==> src/rtl/draw_seq_pkg.sv <==
// draw_seq_pkg: shared types and defaults for draw_pair_sequencer (optional abort via DRAW_SEQ_ABORT_EN).
package draw_seq_pkg;

    localparam int ADDR_W_DEF = 14;
    localparam int DATA_W_DEF = 8;

    typedef enum logic [1:0] {IDLE, RUN, DONE} state_t;

    typedef logic req_id_t;

    typedef struct packed {
        logic [ADDR_W_DEF-2:0] base;
        logic [ADDR_W_DEF-2:0] len;
        logic [DATA_W_DEF-1:0] data;
    } job_t;

endpackage

==> src/rtl/draw_rr_arbiter.sv <==
// draw_rr_arbiter: two-way round-robin picker; on a tie the requester not granted last wins.
module draw_rr_arbiter
    import draw_seq_pkg::*;
(
    input  logic [1:0] valid,
    input  logic       en,
    input  req_id_t    last,
    output logic [1:0] grant,
    output req_id_t    id
);

    assign id    = &valid ? ~last : valid[1];
    assign grant = (en && |valid) ? (id ? 2'b10 : 2'b01) : 2'b00;

endmodule

==> src/rtl/draw_pair_sequencer.sv <==
// draw_pair_sequencer: arbitrates two job requesters onto a paired even/odd framebuffer write path.
// Defining DRAW_SEQ_ABORT_EN adds an abort input and an aborted pulse output.
module draw_pair_sequencer
    import draw_seq_pkg::*;
#(
    parameter int ADDR_W = ADDR_W_DEF,
    parameter int DATA_W = DATA_W_DEF
) (
    input  logic              clk,
    input  logic              reset,
    input  logic              req0_valid,
    output logic              req0_ready,
    input  logic [ADDR_W-2:0] req0_base,
    input  logic [ADDR_W-2:0] req0_len,
    input  logic [DATA_W-1:0] req0_data,
    input  logic              req1_valid,
    output logic              req1_ready,
    input  logic [ADDR_W-2:0] req1_base,
    input  logic [ADDR_W-2:0] req1_len,
    input  logic [DATA_W-1:0] req1_data,
`ifdef DRAW_SEQ_ABORT_EN
    input  logic              abort,
    output logic              aborted,
`endif
    output logic [ADDR_W-1:0] addr_a,
    output logic [ADDR_W-1:0] addr_b,
    output logic              wr_en,
    output logic [DATA_W-1:0] wr_data,
    output logic              busy,
    output logic              done,
    output logic              grant_id
);

    localparam int PW = ADDR_W - 1;

    state_t            state_q, state_d;
    logic [PW-1:0]     ptr_q, ptr_d;
    logic [PW-1:0]     rem_q, rem_d;
    logic [ADDR_W-1:0] addr_a_q, addr_a_d;
    logic [ADDR_W-1:0] addr_b_q, addr_b_d;
    logic              wr_en_q, wr_en_d;
    logic [DATA_W-1:0] wr_data_q, wr_data_d;
    logic              busy_q, busy_d;
    logic              done_q, done_d;
    req_id_t           grant_id_q, grant_id_d;
    req_id_t           last_q, last_d;
    logic              stop;

`ifdef DRAW_SEQ_ABORT_EN
    logic aborted_q, aborted_d;
    assign stop    = abort;
    assign aborted = aborted_q;
`else
    assign stop = 1'b0;
`endif

    logic [1:0]        grant;
    req_id_t           win_id;
    logic              hs;
    logic [PW-1:0]     sel_base, sel_len;
    logic [DATA_W-1:0] sel_data;

    draw_rr_arbiter u_arb (
        .valid ({req1_valid, req0_valid}),
        .en    (state_q == IDLE),
        .last  (last_q),
        .grant (grant),
        .id    (win_id)
    );

    assign req0_ready = grant[0];
    assign req1_ready = grant[1];
    assign hs         = |grant;
    assign sel_base   = win_id ? req1_base : req0_base;
    assign sel_len    = win_id ? req1_len  : req0_len;
    assign sel_data   = win_id ? req1_data : req0_data;

    // Outputs are computed for the state being entered so they appear registered.
    always_comb begin
        state_d    = state_q;
        ptr_d      = ptr_q;
        rem_d      = rem_q;
        addr_a_d   = addr_a_q;
        addr_b_d   = addr_b_q;
        wr_en_d    = 1'b0;
        wr_data_d  = wr_data_q;
        busy_d     = busy_q;
        done_d     = 1'b0;
        grant_id_d = grant_id_q;
        last_d     = last_q;
`ifdef DRAW_SEQ_ABORT_EN
        aborted_d  = 1'b0;
`endif
        case (state_q)
            IDLE: begin
                if (hs) begin
                    grant_id_d = win_id;
                    last_d     = win_id;
                    busy_d     = 1'b1;
                    if (sel_len == '0) begin
                        state_d = DONE;
                        done_d  = 1'b1;
                    end else begin
                        state_d   = RUN;
                        wr_en_d   = 1'b1;
                        addr_a_d  = {sel_base, 1'b0};
                        addr_b_d  = {sel_base, 1'b1};
                        wr_data_d = sel_data;
                        ptr_d     = sel_base + 1'b1;
                        rem_d     = sel_len - 1'b1;
                    end
                end
            end
            RUN: begin
                if (rem_q == '0 || stop) begin
                    state_d   = DONE;
                    done_d    = 1'b1;
`ifdef DRAW_SEQ_ABORT_EN
                    aborted_d = stop;
`endif
                end else begin
                    wr_en_d  = 1'b1;
                    addr_a_d = {ptr_q, 1'b0};
                    addr_b_d = {ptr_q, 1'b1};
                    ptr_d    = ptr_q + 1'b1;
                    rem_d    = rem_q - 1'b1;
                end
            end
            DONE: begin
                state_d = IDLE;
                busy_d  = 1'b0;
            end
            default: state_d = IDLE;
        endcase
    end

    always_ff @(posedge clk or negedge reset) begin
        if (!reset) begin
            state_q    <= IDLE;
            ptr_q      <= '0;
            rem_q      <= '0;
            addr_a_q   <= '0;
            addr_b_q   <= ADDR_W'(1);
            wr_en_q    <= 1'b0;
            wr_data_q  <= '0;
            busy_q     <= 1'b0;
            done_q     <= 1'b0;
            grant_id_q <= 1'b0;
            last_q     <= 1'b1;
`ifdef DRAW_SEQ_ABORT_EN
            aborted_q  <= 1'b0;
`endif
        end else begin
            state_q    <= state_d;
            ptr_q      <= ptr_d;
            rem_q      <= rem_d;
            addr_a_q   <= addr_a_d;
            addr_b_q   <= addr_b_d;
            wr_en_q    <= wr_en_d;
            wr_data_q  <= wr_data_d;
            busy_q     <= busy_d;
            done_q     <= done_d;
            grant_id_q <= grant_id_d;
            last_q     <= last_d;
`ifdef DRAW_SEQ_ABORT_EN
            aborted_q  <= aborted_d;
`endif
        end
    end

    assign addr_a   = addr_a_q;
    assign addr_b   = addr_b_q;
    assign wr_en    = wr_en_q;
    assign wr_data  = wr_data_q;
    assign busy     = busy_q;
    assign done     = done_q;
    assign grant_id = grant_id_q;

endmodule

==> config.mk <==
export PLATFORM = sky130hd
export DESIGN_NAME = draw_pair_sequencer
export DESIGN_NICKNAME = d
export VERILOG_FILES = /design/src/rtl/draw_seq_pkg.sv /design/src/rtl/draw_rr_arbiter.sv /design/src/rtl/draw_pair_sequencer.sv
export SDC_FILE = /design/constraint.sdc
export NUM_CORES = 1
export LEC_CHECK = 0
export ABC_AREA = 1
export CORE_UTILIZATION = 35
export CTS_CLUSTER_DIAMETER = 120
export DETAILED_ROUTE_END_ITERATION = 8
export DONT_BUFFER_PORTS = 1
export HOLD_SLACK_MARGIN = 0.12
export MAX_ROUTING_LAYER = met4
export PLACE_DENSITY = 0.54
export SETUP_SLACK_MARGIN = 0.5
export SYNTH_ARGS = -nofsm -noshare
export SYNTH_HDL_FRONTEND = slang
export SYNTH_SLANG_ARGS = --single-unit
==> constraint.sdc <==
create_clock -name clk -period 2.3 [get_ports clk]
set_input_delay 0.69 -clock clk [delete_from_list [all_inputs] [get_ports clk]]
set_output_delay 0.69 -clock clk [all_outputs]
set_load 0.1 [all_outputs]
==> results.ini, run 1 <==
[drt]
drt_wl_total_um = 11700
routed_via_density = 5.13
vias = 3826
route.antenna.remaining_nets = 0
route.detailed.drc = 0
drt-initial-drc-count = 222
routed_length_per_placed_instance_um = 15.7
first_pass_iters = 4

[floorplan]
core_area_sq_um = 10400
boundaryPins = 114
dieArea_sq_um = 11100
floorplan.initialDensity_pct = 36.2
rows = 37
die_width_um = 106
dieHeight_um = 106

[cts]
tritoncts_clock_tree = yes
clkSlewWorstSetupHoldPaths_ns = 0.12
clock_sink_count = 54
ctsLongestPathBuffers = 2
htreeDepth = 2
clock_tree.root_cell = sky130_fd_sc_hd__clkbuf_8
clock_insertion_delay_worst_skew_ns = 0.32
cts_inserted_buffers = 5

[cells_and_area]
nets = 683
share_of_layout_cells_above_drive_strength_1_pct = 32.5
number_of_diodes_added_for_antenna_fixing = 0
area.growth.synth_to_final_pct = 37.7
finalInstanceArea_sq_um = 5170

[grt]
grt_max_degree = 55
track_usage_pct = 22.1
grt_pass1_wl_um = 18900
grt_antenna_before_repair = 0
vias_in_the_first_global_route = 3770
globalRouteOverflowTotal = 0

[synth]
synth_top_family_by_area = simple AND/OR/NAND/NOR gates
average_cell_area_after_synthesis_sq_um = 6.68
netlist_instances = 562
syn-num-nets = 636
synthAdderAreaFrac_pct = 0.666
share_of_the_yosys_chip_area_belonging_to_registers_pct = 36.0
ys.warnings.count = 0
synth_cell_type_count = 31
synth-compound-area-share_pct = 4.07
yosys-mux-area-fraction_pct = 0
syn_area_sq_um = 3750
yosys_register_bits = 54
share_of_synthesized_cell_area_in_and_or_nand_and_nor_gates_pct = 44.7
synth_xor_area_share_pct = 1.63

[timing]
layout_worst_path_cycle_share_pct = 92.6
finalMaxSlewViolations = 0
final-setup-viol-count = 0
grt_setup_unrepaired = yes
max_freq_ghz = 0.469
fin_crit_ns = 2.13
number_of_hold_slack_violations_in_the_final_timing_report = 0
clock_skew_ns = 0.0164

[worst_setup_path]
critPathMostFrequentCell = sky130_fd_sc_hd__nand2_8
critPathMaxFanout = 4
worst_ep_arrival_time_ns = 1.44
worst_setup_path_start_kind = register
path_cells = nand2_8, nand2_8, clkinv_8, nor2_4, buf_12
timing.critical_path.required_ns = 1.61
max_stage_delay_ns = 0.62
critical_path.endpoint_type = output pin
worstSetupPathType = reg -> out
critical_path.slowest_cell = sky130_fd_sc_hd__dfstp_2

[place]
hpwlAfterDp_um = 7340
placement_stage_cell_area_sq_um = 4130
placement.io_buffers = 0
gp_congestion = 0.845

[flow_run]
timing.max_cap.violations = 0

[worst_hold_path]
worst_hold_path_type = in -> async

[run_status]
status = finished, final reports clean

-- logic make-up (layout without fill, tap and decap cells) --
kind of cell | count (synthesis) | count (layout)
xor+xnor | 7 | 7
simple gates | 379 | 390
fa+ha+maj | 2 | 2
buf+inv | 93 | 130
flops | 54 | 54
other cells | 2 | 2
compound gates | 25 | 25
-- per-layer routing --
| layer | up-vias | part of all wire (%) | track usage [%] |
|---|---|---|---|
| met2 | 132 | 48 | 35.9 |
| met3 | 22 | 6.1 | 4.27 |
| met1 | 1796 | 44 | 28.3 |
| met5 | - | 0 | - |
| li1 | 1876 | - | - |
| met4 | 0 | 1.9 | 5.65 |
-- cell usage after synthesis --
| library cell | n | area (sq um) |
|---|---|---|
| sky130_fd_sc_hd__and2_1 | 3 | 18.8 |
| sky130_fd_sc_hd__xor2_1 | 6 | 52.6 |
| sky130_fd_sc_hd__ha_1 | 2 | 25.0 |
| sky130_fd_sc_hd__nand3b_1 | 5 | 37.5 |
| sky130_fd_sc_hd__o22ai_1 | 2 | 12.5 |
| sky130_fd_sc_hd__clkinv_1 | 1 | 3.75 |
| sky130_fd_sc_hd__buf_1 | 1 | 3.75 |
| sky130_fd_sc_hd__nor4_1 | 1 | 6.26 |
| sky130_fd_sc_hd__buf_6 | 7 | 78.8 |
| sky130_fd_sc_hd__conb_1 | 2 | 7.51 |
| sky130_fd_sc_hd__or2_2 | 13 | 81.3 |
| sky130_fd_sc_hd__o211ai_1 | 8 | 60.1 |
| sky130_fd_sc_hd__xnor2_1 | 1 | 8.76 |
| sky130_fd_sc_hd__o21ai_0 | 5 | 25.0 |
| sky130_fd_sc_hd__dfrtp_1 | 53 | 1330 |
| sky130_fd_sc_hd__clkbuf_1 | 4 | 15.0 |
| sky130_fd_sc_hd__inv_1 | 52 | 195 |
| sky130_fd_sc_hd__buf_2 | 10 | 50.1 |
| sky130_fd_sc_hd__dfstp_2 | 1 | 26.3 |
| sky130_fd_sc_hd__o21ai_1 | 8 | 40.0 |
| sky130_fd_sc_hd__nand3_1 | 103 | 515 |
| sky130_fd_sc_hd__nand2_2 | 3 | 18.8 |
| sky130_fd_sc_hd__nand2_4 | 4 | 45.0 |
| sky130_fd_sc_hd__o21bai_1 | 2 | 15.0 |
| sky130_fd_sc_hd__inv_2 | 1 | 3.75 |
| sky130_fd_sc_hd__nor3_1 | 2 | 10.0 |
| sky130_fd_sc_hd__nor2_1 | 29 | 109 |
| sky130_fd_sc_hd__nand4_1 | 7 | 43.8 |
| sky130_fd_sc_hd__nand2_1 | 206 | 773 |
| sky130_fd_sc_hd__nor2_2 | 3 | 18.8 |
| sky130_fd_sc_hd__buf_4 | 17 | 128 |
-- cells in the final DEF (no fill, tap or decap), drive strengths merged, types with 3 or more instances in the layout --
cell type  instances
xor2               6
nand4              7
buf               66
or2               13
nor2              32
dfrtp             53
nand3b             5
clkbuf             7
and2               3
inv               54
nand2            224
o211ai             8
o21ai             13
nand3            103
-- final cells by class --
cell class	instances	area (sq um)
Fill cell	979	5200
Multi-Input combinational cell	426	2560
Sequential cell	54	1370
Timing Repair Buffer	68	734
Inverter	54	223
Tap cell	136	170
Clock buffer	5	68.8
Clock inverter	3	43.8
-- sequential cells by signal (all words and copies together), names as in the netlist --
register and count:
wr_en 1, last_q 1, rem_q 13, wr_data 8
done 1, grant_id 1, addr_b 13, busy 1
ptr_q 13, state_q 2
-- stage by stage --
stage	instances	worst slack (ns)	utilization, %	hold slack, ns	setup TNS, ns
after floorplan	562	-0.194	-	0.394	-0.364
after global placement	696	0.0389	39.8	0.396	0
after detailed placement	696	-0.0567	39.8	0.396	-0.169
after CTS	737	0.170	47.1	0.0395	0
after global routing	746	0.103	49.9	0.0260	0
final	746	0.170	49.9	0.0512	0
-- what timing repair did --
item	in CTS	in global routing
pin swaps	24	23
resized for setup	74	40
buffers inserted	23	7
hold endpoints to repair	53	53
gates cloned	10	2
setup endpoints to repair	72	55
-- worst max-delay path: cells and delay by family (launching register included) --
family	cells	cell delay (ns)
buffers and inverters	2	0.23
AND/OR/NAND/NOR	3	0.27
flip-flops	1	0.62
-- final timing paths --
check	slack, ns	from	end	depth (start not counted)
max	0.17	last_q	req0_ready	5
min	0.05	reset	addr_b[6]	0
max reg2reg	0.24	last_q	ptr_q[12]	14
min reg2reg	0.49	wr_data[2]	wr_data[2]	2
max in group asynchronous	2.07	reset	last_q	0
min in group clk	0.49	wr_data[2]	wr_data[2]	2
Power of run 1 is left out: the tool's default activity adds up to more than one toggle a clock period on the data nets, which glitch-free logic cannot reach.
==> inputs of run 2 (changes only) <==
- ABC_AREA: 1 -> default
- CAP_MARGIN: default -> 20
- CORE_ASPECT_RATIO: default -> 0.8
==> run 2 against run 1 <==
Against the previous run:
- the flow now finishes with violations (design-rule violations, negative setup slack)
- global-route usage is 0.49 points higher
- area after synthesis fell by 9.5%
- non-clock buffer count grew 70
- maximum frequency is 14% lower
- die area is 9.3% lower
- clock-buffer cell count did not move
- worst hold slack gained 0.027 ns
- largest cell class unchanged
==> results.ini, run 2 <==
[run_status]
status = complete, but fails checks
violations = design-rule violations, negative setup slack

[timing]
tns_ns = -0.952
final_critical_path_setup_slack_ns = -0.180
number_of_hold_slack_violations_in_the_final_timing_report = 0
layout_worst_path_cycle_share_pct = 108
final-setup-viol-count = 10
finalMaxSlewViolations = 0
fin_crit_ns = 2.48
clock_skew_ns = 0.0126
grt_setup_unrepaired = yes
max_freq_ghz = 0.403

[worst_setup_path]
r2r_end = rem_q[12]
critical_path.endpoint_type = register
critPathMaxFanout = 8
critical_path.slowest_cell = sky130_fd_sc_hd__a221oi_4
timing.critical_path.required_ns = 2.48
path_cells = a21bo_1, buf_12, a221oi_4, nor2_1, inv_1, ha_4, o311a_1, nand2b_1, buf_4, buf_6, nor3_4, xnor2_1, o21ai_1
endpoint = rem_q[12]
r2r_setup_slack_ns = -0.16
timing.rr.start = last_q
max_stage_delay_ns = 0.32
worst-r2r-cell-count = 13
worst_ep_arrival_time_ns = 2.66
startpoint = req1_valid
worst_setup_path_start_kind = input pin
worstSetupPathType = in -> reg

[cts]
htreeDepth = 2
clock_tree.root_cell = sky130_fd_sc_hd__clkbuf_16
cts_inserted_buffers = 5
ctsLongestPathBuffers = 2
clock_insertion_delay_worst_skew_ns = 0.30
tritoncts_clock_tree = yes
clock_sink_count = 54
clkSlewWorstSetupHoldPaths_ns = 0.08

[cells_and_area]
multi_input_comb_area_sq_um = 2250
area.growth.synth_to_final_pct = 57.3
number_of_diodes_added_for_antenna_fixing = 0
nets = 608
final_cells = 650
fillers = 793
utilization_pct = 57.9
ff_latch_area_sq_um = 1370
layout.cells.most_common_list = sky130_fd_sc_hd__nand2_1 (98), sky130_fd_sc_hd__buf_4 (87), sky130_fd_sc_hd__dfrtp_1 (40)
share_of_layout_cells_above_drive_strength_1_pct = 42.6
most_frequent_standard_cell_in_the_layout_excluding_fill_and_tap_cells = sky130_fd_sc_hd__nand2_1

[drt]
routedLengthMet1_um = 5000
drt_wl_total_um = 11100
route.detailed.drc = 5
top_layer_used = met4
routed_via_density = 5.27
routed_length_per_placed_instance_um = 17.1
met3_wire_len_um = 577
first_pass_iters = 6
wl_met2_um = 5210
vias = 3428
route.antenna.remaining_nets = 0
drt-initial-drc-count = 184

[grt]
globalRouteOverflowTotal = 0
grt_max_degree = 55
grt_antenna_before_repair = 0
vias_in_the_first_global_route = 3443
grt_pass1_wl_um = 17500
track_usage_pct = 22.6

[place]
gp_congestion = 0.863
placement.io_buffers = 0
dpl_worst_slack_ns = -0.441
placed_cells_incl_taps = 603
hpwlAfterDp_um = 7490

[floorplan]
core_area_sq_um = 9230
boundaryPins = 114
die_width_um = 112
dieHeight_um = 90.2
floorplan.initialDensity_pct = 36.8
rows = 31
dieArea_sq_um = 10100

[synth]
share_of_the_yosys_chip_area_belonging_to_registers_pct = 39.8
synth_edf_count = 0
synth.largest_area_cell = sky130_fd_sc_hd__dfrtp_1
most_used_standard_cell_by_instance_count_after_synthesis = sky130_fd_sc_hd__nand2_1
async_reset_ff_share_pct = 100
yosys_register_bits = 54
synth_top_cells_by_area = sky130_fd_sc_hd__dfrtp_1 (39%), sky130_fd_sc_hd__nand2_1 (12%), sky130_fd_sc_hd__o21ai_0 (5.2%)
ys.warnings.count = 0
average_cell_area_after_synthesis_sq_um = 7.98
synth_flop_cell = sky130_fd_sc_hd__dfrtp_1
netlist_instances = 426
synth_cell_type_count = 56
syn-num-nets = 500
synthDominantCellAreaShare_pct = 39.0
synth_commonest_cells = sky130_fd_sc_hd__nand2_1 (105), sky130_fd_sc_hd__dfrtp_1 (53), sky130_fd_sc_hd__nor2_1 (43)
syn_area_sq_um = 3400

[power]
power_mw = 9.56
vdd.ir_drop.worst_v = 0.000696
power_per_cell_area_nw_per_um2 = 1790
leakagePower_nw = 2.34

[flow_run]
timing.max_cap.violations = 0

[worst_hold_path]
worst_hold_path_type = in -> async

[run 2: cell types whose count changed after synthesis, moves of 13 or more]
cell,previous run,this run
sky130_fd_sc_hd__nand2_1,206,105
sky130_fd_sc_hd__nand3_1,103,7
sky130_fd_sc_hd__inv_1,52,5
sky130_fd_sc_hd__o21ai_0,5,35
sky130_fd_sc_hd__a21oi_1,0,24
sky130_fd_sc_hd__mux2i_1,0,14
sky130_fd_sc_hd__nor2_1,29,43
sky130_fd_sc_hd__nor3_1,2,16
sky130_fd_sc_hd__a31oi_1,0,13
[run 2: repair_timing]
| action | 4_1_cts | 5_1_grt |
|---|---|---|
| pin swaps | 43 | 32 |
| endpoints found under the hold margin | 53 | 53 |
| cloned | 2 | 0 |
| buffers inserted | 22 | 15 |
| endpoints found under the setup margin | 68 | 55 |
| resized for setup | 137 | 31 |
[run 2: cell type report]
type	instances	area share [%]
multi-input cells	329	42.0
inverters	6	0.655
clock inverters	3	0.842
well taps	115	2.69
flip-flops and latches	54	25.6
repair buffers	138	25.8
clock buffers	5	2.34
[run 2: critical path: cells and delay by family]
family                     cells  cell delay [ns]
AOI/OAI and AO/OA              4             0.80
buffers and inverters          4             0.54
and+or+nand+nor                3             0.36
adders and majority gates      1             0.14
xor gates and xnor gates       1             0.13
[run 2: routing by layer]
metal	up-vias	GRT usage [%]
met3	19	4.72
met1	1664	29.2
li1	1667	-
met2	78	35.5
met4	0	7.33
met5	-	-
[run 2: how the worst min path moves through the flow]
| stage | startpoint | endpoint | slack, ns |
|---|---|---|---|
| global placement | reset | done | 0.40 |
| global route | reset | addr_b[10] | 0.06 |
| finish | reset | addr_b[2] | 0.08 |
| detailed placement | reset | done | 0.40 |
| CTS | reset | addr_b[2] | 0.08 |
| floorplan | reset | addr_b[10] | 0.39 |
[run 2: cells by family after synthesis]
family	Yosys count	synth area share, %
mux	17	5.23
other cells	2	0.221
buf+inv	43	7.10
xor+xnor	18	4.64
compound gates	91	16.7
simple gates	199	25.6
flops	54	39.8
fa+ha+maj	2	0.736
[run 2: per-stage QoR]
stage,hold WS (ns),instance area [sq um]
global placement,0.397,4170
finish,0.0779,5350
CTS,0.0794,5070
detailed placement,0.397,4170
floorplan,0.394,3490
global route,0.0621,5350
[run 2: power by group]
group / internal (mW) / switching (mW) / leakage [nW]
Sequential: 1.42 / 0.310 / 0.629
Clock: 0.515 / 0.370 / 0.0760
Combinational: 2.51 / 4.43 / 1.63
Total: 4.45 / 5.11 / 2.34
Note: power is estimated with default switching activity, not from simulation.
==> inputs of run 3 (changes only) <==
- GPL_TIMING_DRIVEN: default -> 0
- PLACE_DENSITY: 0.54 -> 0.52
- clock period: 2.3 -> 2.7 ns (I/O delays scaled with it)
==> run 3 against run 2 <==
Against the previous run:
- the run still ends with design-rule violations, negative setup slack left
- die area stayed put
- critical path depth down 10
- utilization decreased by 2.4 points
- first-iteration DRC count increased by 4.3%
- non-clock buffer count decreased by 63
- global-route usage up 0.66 points
- final cell count is 9.7% lower
- via count fell by 3.7%
- clock-buffer cell count increased by 2
- setup slack better by 0.081 ns
- worst hold slack better by 0.12 ns
- critical path type is now in -> out
==> results.ini, run 3 (synthesized netlist as in run 2, its figures left out) <==
[grt]
vias_in_the_first_global_route = 3170
globalRouteOverflowTotal = 0
grt_pass1_wl_um = 17600
grt_antenna_before_repair = 0
grt_max_degree = 55
track_usage_pct = 23.3

[floorplan]
core_area_sq_um = 9230
dieHeight_um = 90.2
floorplan.initialDensity_pct = 36.8
rows = 31
dieArea_sq_um = 10100
die_width_um = 112
boundaryPins = 114

[timing]
tns_ns = -0.0984
final-setup-viol-count = 1
clock_skew_ns = 0.00729
timing_worst_slew_pin_value_ns = 1.08
final_critical_path_setup_slack_ns = -0.0984
max_freq_ghz = 0.357
finalMaxSlewViolations = 0
number_of_hold_slack_violations_in_the_final_timing_report = 0
fin_crit_ns = 2.80
max-slew-margin-rel_pct = 28.0
grt_setup_unrepaired = yes
layout_worst_path_cycle_share_pct = 104

[cts]
cts_inserted_buffers = 5
ctsLongestPathBuffers = 2
htreeDepth = 2
clock_insertion_delay_worst_skew_ns = 0.30
clkSlewWorstSetupHoldPaths_ns = 0.07
clock_tree.root_cell = sky130_fd_sc_hd__clkbuf_16
clock_sink_count = 54
tritoncts_clock_tree = yes
post_cts_hold_buffer_count = 0

[drt]
route.antenna.remaining_nets = 0
drt-initial-drc-count = 192
drt_wl_total_um = 11600
routed_length_per_placed_instance_um = 19.8
first_pass_iters = 7
route.detailed.drc = 3
routed_via_density = 5.62
vias = 3301

[cells_and_area]
number_of_diodes_added_for_antenna_fixing = 0
area.growth.synth_to_final_pct = 50.9
share_of_layout_cells_above_drive_strength_1_pct = 48.5
fillers = 792
most_frequent_standard_cell_in_the_layout_excluding_fill_and_tap_cells = sky130_fd_sc_hd__nand2_1
nets = 545
layout.cells.most_common_list = sky130_fd_sc_hd__nand2_1 (50), sky130_fd_sc_hd__buf_4 (40), sky130_fd_sc_hd__nor2_1 (39)

[worst_hold_path]
worst_hold_path_type = in -> async

[worst_setup_path]
critical_path.endpoint_type = output pin
worst_setup_path_start_kind = input pin
critPathMaxFanout = 8
worst-r2r-cell-count = 14
timing.rr.start = last_q
worstSetupPathType = in -> out
timing.critical_path.required_ns = 1.89
worst_ep_arrival_time_ns = 1.99
r2r_setup_slack_ns = 0.09
r2r_end = ptr_q[12]

[run_status]
status = complete, but fails checks
violations = design-rule violations, negative setup slack

[place]
hpwlAfterDp_um = 7310
gp_congestion = 0.910
placement.io_buffers = 0

[flow_run]
timing.max_cap.violations = 0

-- run 3: changes by cell type in the layout (fill, tap and decap cells not counted), sizes merged --
| cell | before | now |
|---|---|---|
| clkinvlp | 2 | 0 |
| clkbuf | 5 | 17 |
| inv | 5 | 4 |
| bufinv | 1 | 0 |
| clkinv | 1 | 3 |
| buf | 138 | 65 |
-- run 3: final cells by class --
class                   instances  area [sq um]  share of cell area (%)
plain buffers                  37           429                    8.37
clock buffers                   7           143                    2.78
clock inverters                 1          5.00                  0.0976
inverters                       6          40.0                   0.781
multi-input cells             329          2520                    49.1
flip-flops and latches         54          1400                    27.4
well taps                     115           144                    2.81
repair buffers                 38           444                    8.66
-- run 3: per-layer routing --
| layer | track usage (%) | routed length (um) | vias up |
|---|---|---|---|
| met5 | - | 0 | - |
| met4 | 5.78 | 111 | 0 |
| met3 | 6.41 | 842 | 12 |
| met2 | 35.3 | 5500 | 119 |
| met1 | 30.7 | 5170 | 1620 |
| li1 | - | - | 1550 |
-- run 3: what timing repair did --
item,in CTS,in global routing
setup endpoints to repair,66,53
pin swaps,46,26
hold endpoints to repair,0,0
gates resized for setup,198,78
gates cloned,9,1
buffers inserted,13,15
-- run 3: worst max path at each step --
stage               slack [ns]  startpoint  cells after the start         end
global route             -0.12  req1_valid                      3  req1_ready
CTS                      -0.12  req1_valid                      3  req1_ready
finish                    -0.1  req1_valid                      3  req1_ready
detailed placement       -0.66  req1_valid                     11   ptr_q[12]
global placement         -0.64  req1_valid                     11   ptr_q[12]
floorplan                -0.19  req1_valid                      9    rem_q[0]
-- run 3: metrics by stage --
| step | hold WS [ns] | cells | utilization, % | instance area [sq um] | worst slack, ns |
|---|---|---|---|---|---|
| after floorplan | 0.439 | 426 | - | 3470 | -0.193 |
| after CTS | 0.195 | 571 | 50.8 | 4690 | -0.116 |
| final | 0.198 | 587 | 55.6 | 5130 | -0.0984 |
| after global placement | 0.456 | 541 | 39.2 | 3620 | -0.636 |
| after detailed placement | 0.458 | 541 | 39.2 | 3620 | -0.656 |
| after global routing | 0.185 | 587 | 55.6 | 5130 | -0.115 |
-- run 3: worst max-delay path: stages --
cell	delay, ns
sky130_fd_sc_hd__a21bo_1	0.19
sky130_fd_sc_hd__buf_6	0.12
sky130_fd_sc_hd__nor3_4	0.86
Power of run 3 is left out for the same reason.
